File: config.mk
export PLATFORM = sky130hd
export DESIGN_NAME = bus_op_sequencer_flat
export DESIGN_NICKNAME = d
export VERILOG_FILES = /design/src/rtl/bus_op_sequencer_if.sv /design/src/rtl/bus_op_sequencer.sv /design/src/flat_wrapper.sv
export SDC_FILE = /design/constraint.sdc
export NUM_CORES = 1
export LEC_CHECK = 0
export ABC_AREA = 1
export CAP_MARGIN = 20
export CORE_AREA = 2 2 67 69
export DETAILED_ROUTE_END_ITERATION = 16
export DIE_AREA = 0 0 69 71
export PLACE_DENSITY = 0.8
export SLEW_MARGIN = 20
export SYNTH_ARGS = -nofsm -noshare
export SYNTH_HDL_FRONTEND = slang
export SYNTH_SLANG_ARGS = --single-unit
File: constraint.sdc
create_clock -name clock -period 2.3 [get_ports clock]
set_input_delay 0.69 -clock clock [delete_from_list [all_inputs] [get_ports clock]]
set_output_delay 0.69 -clock clock [all_outputs]
set_load 0.1 [all_outputs]
File: src/rtl/bus_op_sequencer_if.sv
`default_nettype none
// ============================================================================
//  Module      : bus_op_sequencer_if
//  Description : Command handshake and bus/register strobe bundle between the
//                instruction decoder (master) and bus_op_sequencer (slave).
//                Command side : cmd_valid/cmd_ready, cmd_ra/rb/rc, cmd_imm,
//                               cmd_wide, cmd_op
//                Strobe side  : reg_out, c_out, zlow_out, zhigh_out (bus drive)
//                               reg_in, y_in, z_in, lo_in, hi_in (loads),
//                               alu_op, done
//  Revision    : 1.0 - initial release
// ============================================================================
interface bus_op_sequencer_if #(
    parameter int NREGS = 16,
    parameter int OPW   = 5
);
    localparam int IDXW = (NREGS > 1) ? $clog2(NREGS) : 1;

    logic             cmd_valid;
    logic             cmd_ready;
    logic [IDXW-1:0]  cmd_ra;
    logic [IDXW-1:0]  cmd_rb;
    logic [IDXW-1:0]  cmd_rc;
    logic             cmd_imm;
    logic             cmd_wide;
    logic [OPW-1:0]   cmd_op;

    logic [NREGS-1:0] reg_out;
    logic             c_out;
    logic             zlow_out;
    logic             zhigh_out;
    logic [NREGS-1:0] reg_in;
    logic             y_in;
    logic             z_in;
    logic             lo_in;
    logic             hi_in;
    logic [OPW-1:0]   alu_op;
    logic             done;

    // Decoder side: issues commands, observes strobes.
    modport master (
        output cmd_valid, cmd_ra, cmd_rb, cmd_rc, cmd_imm, cmd_wide, cmd_op,
        input  cmd_ready,
        input  reg_out, c_out, zlow_out, zhigh_out,
        input  reg_in, y_in, z_in, lo_in, hi_in, alu_op, done
    );

    // Sequencer side: accepts commands, generates strobes.
    modport slave (
        input  cmd_valid, cmd_ra, cmd_rb, cmd_rc, cmd_imm, cmd_wide, cmd_op,
        output cmd_ready,
        output reg_out, c_out, zlow_out, zhigh_out,
        output reg_in, y_in, z_in, lo_in, hi_in, alu_op, done
    );
endinterface
`default_nettype wire

File: src/rtl/bus_op_sequencer.sv
`default_nettype none
// ============================================================================
//  Module      : bus_op_sequencer
//  Description : Micro-step controller for the shared 32-bit datapath bus.
//                Takes one ALU command (reg-reg or reg-imm, narrow or wide)
//                and emits, one bus source per cycle, the one-hot bus-drive
//                and register-load strobes:
//                  OPA : Rb -> Y
//                  OPB : Rc (or C) -> ALU, result -> Z
//                  WBL : ZLow -> Ra   (or -> LO when wide)
//                  WBH : ZHigh -> HI  (wide only)
//  Ports       : clock  - rising-edge clock
//                clear  - synchronous active-low reset
//                bus    - bus_op_sequencer_if.slave (command + strobes)
//  Option      : BUS_SEQ_PIPELINE_EN - accept the next command in the final
//                write-back cycle so commands run back-to-back.
//  Revision    : 1.0 - initial release
// ============================================================================
module bus_op_sequencer #(
    parameter int NREGS = 16,
    parameter int OPW   = 5
) (
    input  wire logic         clock,
    input  wire logic         clear,
    bus_op_sequencer_if.slave bus
);
    localparam int IDXW = (NREGS > 1) ? $clog2(NREGS) : 1;

    typedef enum logic [2:0] {
        ST_IDLE = 3'd0,
        ST_OPA  = 3'd1,
        ST_OPB  = 3'd2,
        ST_WBL  = 3'd3,
        ST_WBH  = 3'd4
    } state_t;

    state_t          state_q, state_d;
    logic [IDXW-1:0] ra_q, ra_d;
    logic [IDXW-1:0] rb_q, rb_d;
    logic [IDXW-1:0] rc_q, rc_d;
    logic            imm_q, imm_d;
    logic            wide_q, wide_d;
    logic [OPW-1:0]  op_q, op_d;

    logic             w_ready;
    logic             w_accept;
    logic [NREGS-1:0] w_reg_out;
    logic             w_c_out;
    logic             w_zlow_out;
    logic             w_zhigh_out;
    logic [NREGS-1:0] w_reg_in;
    logic             w_y_in;
    logic             w_z_in;
    logic             w_lo_in;
    logic             w_hi_in;
    logic [OPW-1:0]   w_alu_op;
    logic             w_done;

    // Next state and Moore output decode.
    always_comb begin
        state_d     = state_q;
        ra_d        = ra_q;
        rb_d        = rb_q;
        rc_d        = rc_q;
        imm_d       = imm_q;
        wide_d      = wide_q;
        op_d        = op_q;
        w_ready     = 1'b0;
        w_reg_out   = '0;
        w_c_out     = 1'b0;
        w_zlow_out  = 1'b0;
        w_zhigh_out = 1'b0;
        w_reg_in    = '0;
        w_y_in      = 1'b0;
        w_z_in      = 1'b0;
        w_lo_in     = 1'b0;
        w_hi_in     = 1'b0;
        w_alu_op    = '0;
        w_done      = 1'b0;

        case (state_q)
            ST_IDLE: begin
                w_ready = 1'b1;
            end
            ST_OPA: begin
                w_reg_out[rb_q] = 1'b1;
                w_y_in          = 1'b1;
                state_d         = ST_OPB;
            end
            ST_OPB: begin
                if (imm_q) begin
                    w_c_out = 1'b1;
                end else begin
                    w_reg_out[rc_q] = 1'b1;
                end
                w_z_in   = 1'b1;
                w_alu_op = op_q;
                state_d  = ST_WBL;
            end
            ST_WBL: begin
                w_zlow_out = 1'b1;
                if (wide_q) begin
                    w_lo_in = 1'b1;
                    state_d = ST_WBH;
                end else begin
                    w_reg_in[ra_q] = 1'b1;
                    w_done         = 1'b1;
                    state_d        = ST_IDLE;
`ifdef BUS_SEQ_PIPELINE_EN
                    w_ready        = 1'b1;
`endif
                end
            end
            ST_WBH: begin
                w_zhigh_out = 1'b1;
                w_hi_in     = 1'b1;
                w_done      = 1'b1;
                state_d     = ST_IDLE;
`ifdef BUS_SEQ_PIPELINE_EN
                w_ready     = 1'b1;
`endif
            end
            default: begin
                state_d = ST_IDLE;
            end
        endcase

        // A handshake overrides the transition out of whichever state is
        // ready (IDLE, or the final write-back cycle when pipelined).
        w_accept = bus.cmd_valid & w_ready;
        if (w_accept) begin
            ra_d    = bus.cmd_ra;
            rb_d    = bus.cmd_rb;
            rc_d    = bus.cmd_rc;
            imm_d   = bus.cmd_imm;
            wide_d  = bus.cmd_wide;
            op_d    = bus.cmd_op;
            state_d = ST_OPA;
        end
    end

    always_ff @(posedge clock) begin
        if (!clear) begin
            state_q <= ST_IDLE;
            ra_q    <= '0;
            rb_q    <= '0;
            rc_q    <= '0;
            imm_q   <= 1'b0;
            wide_q  <= 1'b0;
            op_q    <= '0;
        end else begin
            state_q <= state_d;
            ra_q    <= ra_d;
            rb_q    <= rb_d;
            rc_q    <= rc_d;
            imm_q   <= imm_d;
            wide_q  <= wide_d;
            op_q    <= op_d;
        end
    end

    assign bus.cmd_ready = w_ready;
    assign bus.reg_out   = w_reg_out;
    assign bus.c_out     = w_c_out;
    assign bus.zlow_out  = w_zlow_out;
    assign bus.zhigh_out = w_zhigh_out;
    assign bus.reg_in    = w_reg_in;
    assign bus.y_in      = w_y_in;
    assign bus.z_in      = w_z_in;
    assign bus.lo_in     = w_lo_in;
    assign bus.hi_in     = w_hi_in;
    assign bus.alu_op    = w_alu_op;
    assign bus.done      = w_done;
endmodule
`default_nettype wire

File: src/flat_wrapper.sv
// flat-port wrapper written by rule: the top's interface ports become plain ports
module bus_op_sequencer_flat 
#(
    parameter int NREGS = 16,
    parameter int OPW   = 5
)
  (clock, clear, bus_cmd_valid, bus_cmd_ra, bus_cmd_rb, bus_cmd_rc, bus_cmd_imm, bus_cmd_wide, bus_cmd_op, bus_cmd_ready, bus_reg_out, bus_c_out, bus_zlow_out, bus_zhigh_out, bus_reg_in, bus_y_in, bus_z_in, bus_lo_in, bus_hi_in, bus_alu_op, bus_done);
  bus_op_sequencer_if #(.NREGS(NREGS), .OPW(OPW)) bus_i ();
  input  wire logic clock;
  input  wire logic clear;
  input wire logic [$bits(bus_i.cmd_valid)-1:0] bus_cmd_valid;
  input wire logic [$bits(bus_i.cmd_ra)-1:0] bus_cmd_ra;
  input wire logic [$bits(bus_i.cmd_rb)-1:0] bus_cmd_rb;
  input wire logic [$bits(bus_i.cmd_rc)-1:0] bus_cmd_rc;
  input wire logic [$bits(bus_i.cmd_imm)-1:0] bus_cmd_imm;
  input wire logic [$bits(bus_i.cmd_wide)-1:0] bus_cmd_wide;
  input wire logic [$bits(bus_i.cmd_op)-1:0] bus_cmd_op;
  output wire logic [$bits(bus_i.cmd_ready)-1:0] bus_cmd_ready;
  output wire logic [$bits(bus_i.reg_out)-1:0] bus_reg_out;
  output wire logic [$bits(bus_i.c_out)-1:0] bus_c_out;
  output wire logic [$bits(bus_i.zlow_out)-1:0] bus_zlow_out;
  output wire logic [$bits(bus_i.zhigh_out)-1:0] bus_zhigh_out;
  output wire logic [$bits(bus_i.reg_in)-1:0] bus_reg_in;
  output wire logic [$bits(bus_i.y_in)-1:0] bus_y_in;
  output wire logic [$bits(bus_i.z_in)-1:0] bus_z_in;
  output wire logic [$bits(bus_i.lo_in)-1:0] bus_lo_in;
  output wire logic [$bits(bus_i.hi_in)-1:0] bus_hi_in;
  output wire logic [$bits(bus_i.alu_op)-1:0] bus_alu_op;
  output wire logic [$bits(bus_i.done)-1:0] bus_done;
  assign bus_i.cmd_valid = bus_cmd_valid;
  assign bus_i.cmd_ra = bus_cmd_ra;
  assign bus_i.cmd_rb = bus_cmd_rb;
  assign bus_i.cmd_rc = bus_cmd_rc;
  assign bus_i.cmd_imm = bus_cmd_imm;
  assign bus_i.cmd_wide = bus_cmd_wide;
  assign bus_i.cmd_op = bus_cmd_op;
  assign bus_cmd_ready = bus_i.cmd_ready;
  assign bus_reg_out = bus_i.reg_out;
  assign bus_c_out = bus_i.c_out;
  assign bus_zlow_out = bus_i.zlow_out;
  assign bus_zhigh_out = bus_i.zhigh_out;
  assign bus_reg_in = bus_i.reg_in;
  assign bus_y_in = bus_i.y_in;
  assign bus_z_in = bus_i.z_in;
  assign bus_lo_in = bus_i.lo_in;
  assign bus_hi_in = bus_i.hi_in;
  assign bus_alu_op = bus_i.alu_op;
  assign bus_done = bus_i.done;
  bus_op_sequencer #(.NREGS(NREGS), .OPW(OPW)) u_core (.clock(clock), .clear(clear), .bus(bus_i));
endmodule
==> run metrics <==
top-count cell post-synth nand2_1; core outline area 4200 µm²; Period minus WS final 2.32 ns; Remaining Overflow, GRT 0; total number of vias 2109; Slew Limit Headroom 74.3%; Placement Cell Area 2870 µm²; Synth area leader dfxtp_1; Final Cycle Share 101%; port bufs 67; Hold Crit Endpoint u_core.op_q[4]; gr usage total 21.0%; R2R Setup Slk 0.91 ns; Synth top area share 27.0%; Synth Instances 299; failing checks negative setup slack; first-pass GRT wire length 8520 µm; Post-synth EDFFs 0; critical hold path startpoint u_core.op_q[4]; CP Launch Type register; height of the die 71 µm; Die W 69 µm; main area contributors after synthesis dfxtp_1 (27%), nand2_1 (18%), inv_1 (15%), nor2_1 (14%), nand4_1 (11%); Main synth FF type dfxtp_1; Hold Path Class reg -> reg; Final Hold Viols 0; Post-Place Cells 414; worst r2r dst u_core.rb_q[0]; top cells by count, synth nand2_1 (79), inv_1 (63), nor2_1 (62), nand4_1 (29), dfxtp_1 (22); flops & latches, synth 22; DRC violation total after the first TritonRoute iteration 113; drc violations 0; final wirelength 5650 µm; footprint of the multi-input gates 1030 µm²; Least-Margin Pin Slew 0.383 ns; R2R depth 7; critical path class reg -> out; post-route cell area 3110 µm²; syn avg cell area 5.45 µm²; Crit. End Element output pin; Max Cap Viol 0; post-synthesis sequential area ratio 27.0%; initial cell density of the core 38.7%; Final Skew 0.00824 ns; Clock Root Buffer clkbuf_8; Setup Viol. Count Final 2; WHS 0.534 ns; layout cells sized above 1 31.1%; final slew viol count 0; vias in the first global route 1925; CTS tree built; Site Rows 24; average wire per standard cell 13.4 µm; Setup TNS Final -0.0230 ns; Non-Filler Instances 422; Max Fanout on Critical Path 4; I/O pin count 68; post-synth cell types 19; worst skew pair latency 0.26 ns; ANT cells 0; outcome complete, but fails checks; clk sink count 22; CP Data Required Time 1.61 ns; Power Total 1.29 mW; PwrDens 414 nW/µm²; ANT nets after route 0; vias per inst 5.00; RSZ-0062 raised after global routing yes; Pre-antenna DRT Iters 4; Static Leak 1.54 nW; WP data arrival 1.63 ns; Fmax 0.431 GHz; pre-CTS WS 0.254 ns; total die area 4900 µm²; storage element area 447 µm²; Area Overhead vs Synth 90.8%; Final Util 73.9%; Clock transition at path regs 0.09 ns; worst flop-to-flop path startpoint u_core.state_q[2]; FILL cells 295; syn nets 321; Ys Warns 0; H-Tree Depth 1; largest net degree at the start of global routing 21; number of CTS-inserted buffers 3; Peak supply drop 0.328 mV; DPL Wire Length 4060 µm; slack of the critical path -0.0204 ns; Clock Path Buffers 2; GPL Wtd Cong 0.881; WHS Path Cells 4; initial antenna violation count 0; cell area after synthesis 1630 µm²; async set-reset flop share out of synthesis 0%; Nets 393
-- report_power, final --
part	internal, mW	leakage [nW]	total (mW)	switching, mW
Clock	0.232	0.0357	0.360	0.127
Combinational	0.163	1.32	0.481	0.318
Sequential	0.416	0.184	0.446	0.0303
Total	0.811	1.54	1.29	0.476
-- worst max path at each step --
| stage | start | to | cells past startpoint |
|---|---|---|---|
| global route | u_core.state_q[2] | bus_reg_in[12] | 6 |
| global placement | u_core.state_q[2] | bus_reg_in[3] | 6 |
| CTS | u_core.state_q[2] | bus_reg_in[8] | 6 |
| finish | u_core.state_q[2] | bus_reg_in[7] | 6 |
| detailed placement | u_core.state_q[2] | bus_reg_in[3] | 6 |
| floorplan | u_core.state_q[2] | bus_reg_in[0] | 5 |
-- placed cells by master (no fill, tap or decap) --
cell type	n
o21ai_2	1
a21oi_1	2
clkdlybuf4s50_1	21
nor2_2	17
dfxtp_4	1
dfxtp_1	19
nand2_2	12
nand2_1	64
clkbuf_8	3
buf_12	46
nand3_4	1
nand2_4	4
o21ai_1	1
bufinv_16	1
nor2_4	9
o22ai_2	1
dfxtp_2	2
nor3_1	2
nor2_1	40
buf_4	14
inv_2	2
nand3_1	14
inv_8	1
inv_1	63
nand4_1	29
-- routing by layer --
layer	up-vias	routed length (µm)	global-route usage (%)
met5	-	0	0
met4	0	106	5.66
met3	12	280	3.70
met2	78	3170	41.8
met1	975	2090	22.5
li1	1044	-	-
-- critical path, stage by stage (launching register included) --
cell and delay (ns):
dfxtp_4 0.39, inv_8 0.07, nand3_4 0.08, nor2_4 0.28
nand2_4 0.14, nor2_2 0.20, buf_12 0.20
-- kinds of logic after synthesis --
logic type	count (synthesis)	share of synthesized area [%]
simple gates	192	51.1
compound gates	5	1.61
buf+inv	80	20.3
flops	22	27.0
-- cell type report --
type                       count  share of cell area [%]
clock buffer                   3                    1.33
clock inverter                 1                   0.966
inverter                      66                    8.21
multi-input combinational    197                    33.3
sequential                    22                    14.4
tap                           52                    2.09
timing repair buffer          81                    39.8
-- repair_timing --
action                     CTS  global route
setup endpoints to repair   16            30
cloned                       0             0
gates resized for setup      5            38
hold endpoints to repair     0             0
buffers inserted             0             4
pin swaps                    0             5
hold buffers                 0             0
-- sequential cells by signal, indices dropped and copies added (netlist names) --
signal / flops
u_core.op_q: 5
u_core.wide_q: 1
u_core.rc_q: 4
u_core.rb_q: 4
u_core.ra_q: 4
u_core.state_q: 3
u_core.imm_q: 1
Power figures use the tool's default switching activity.
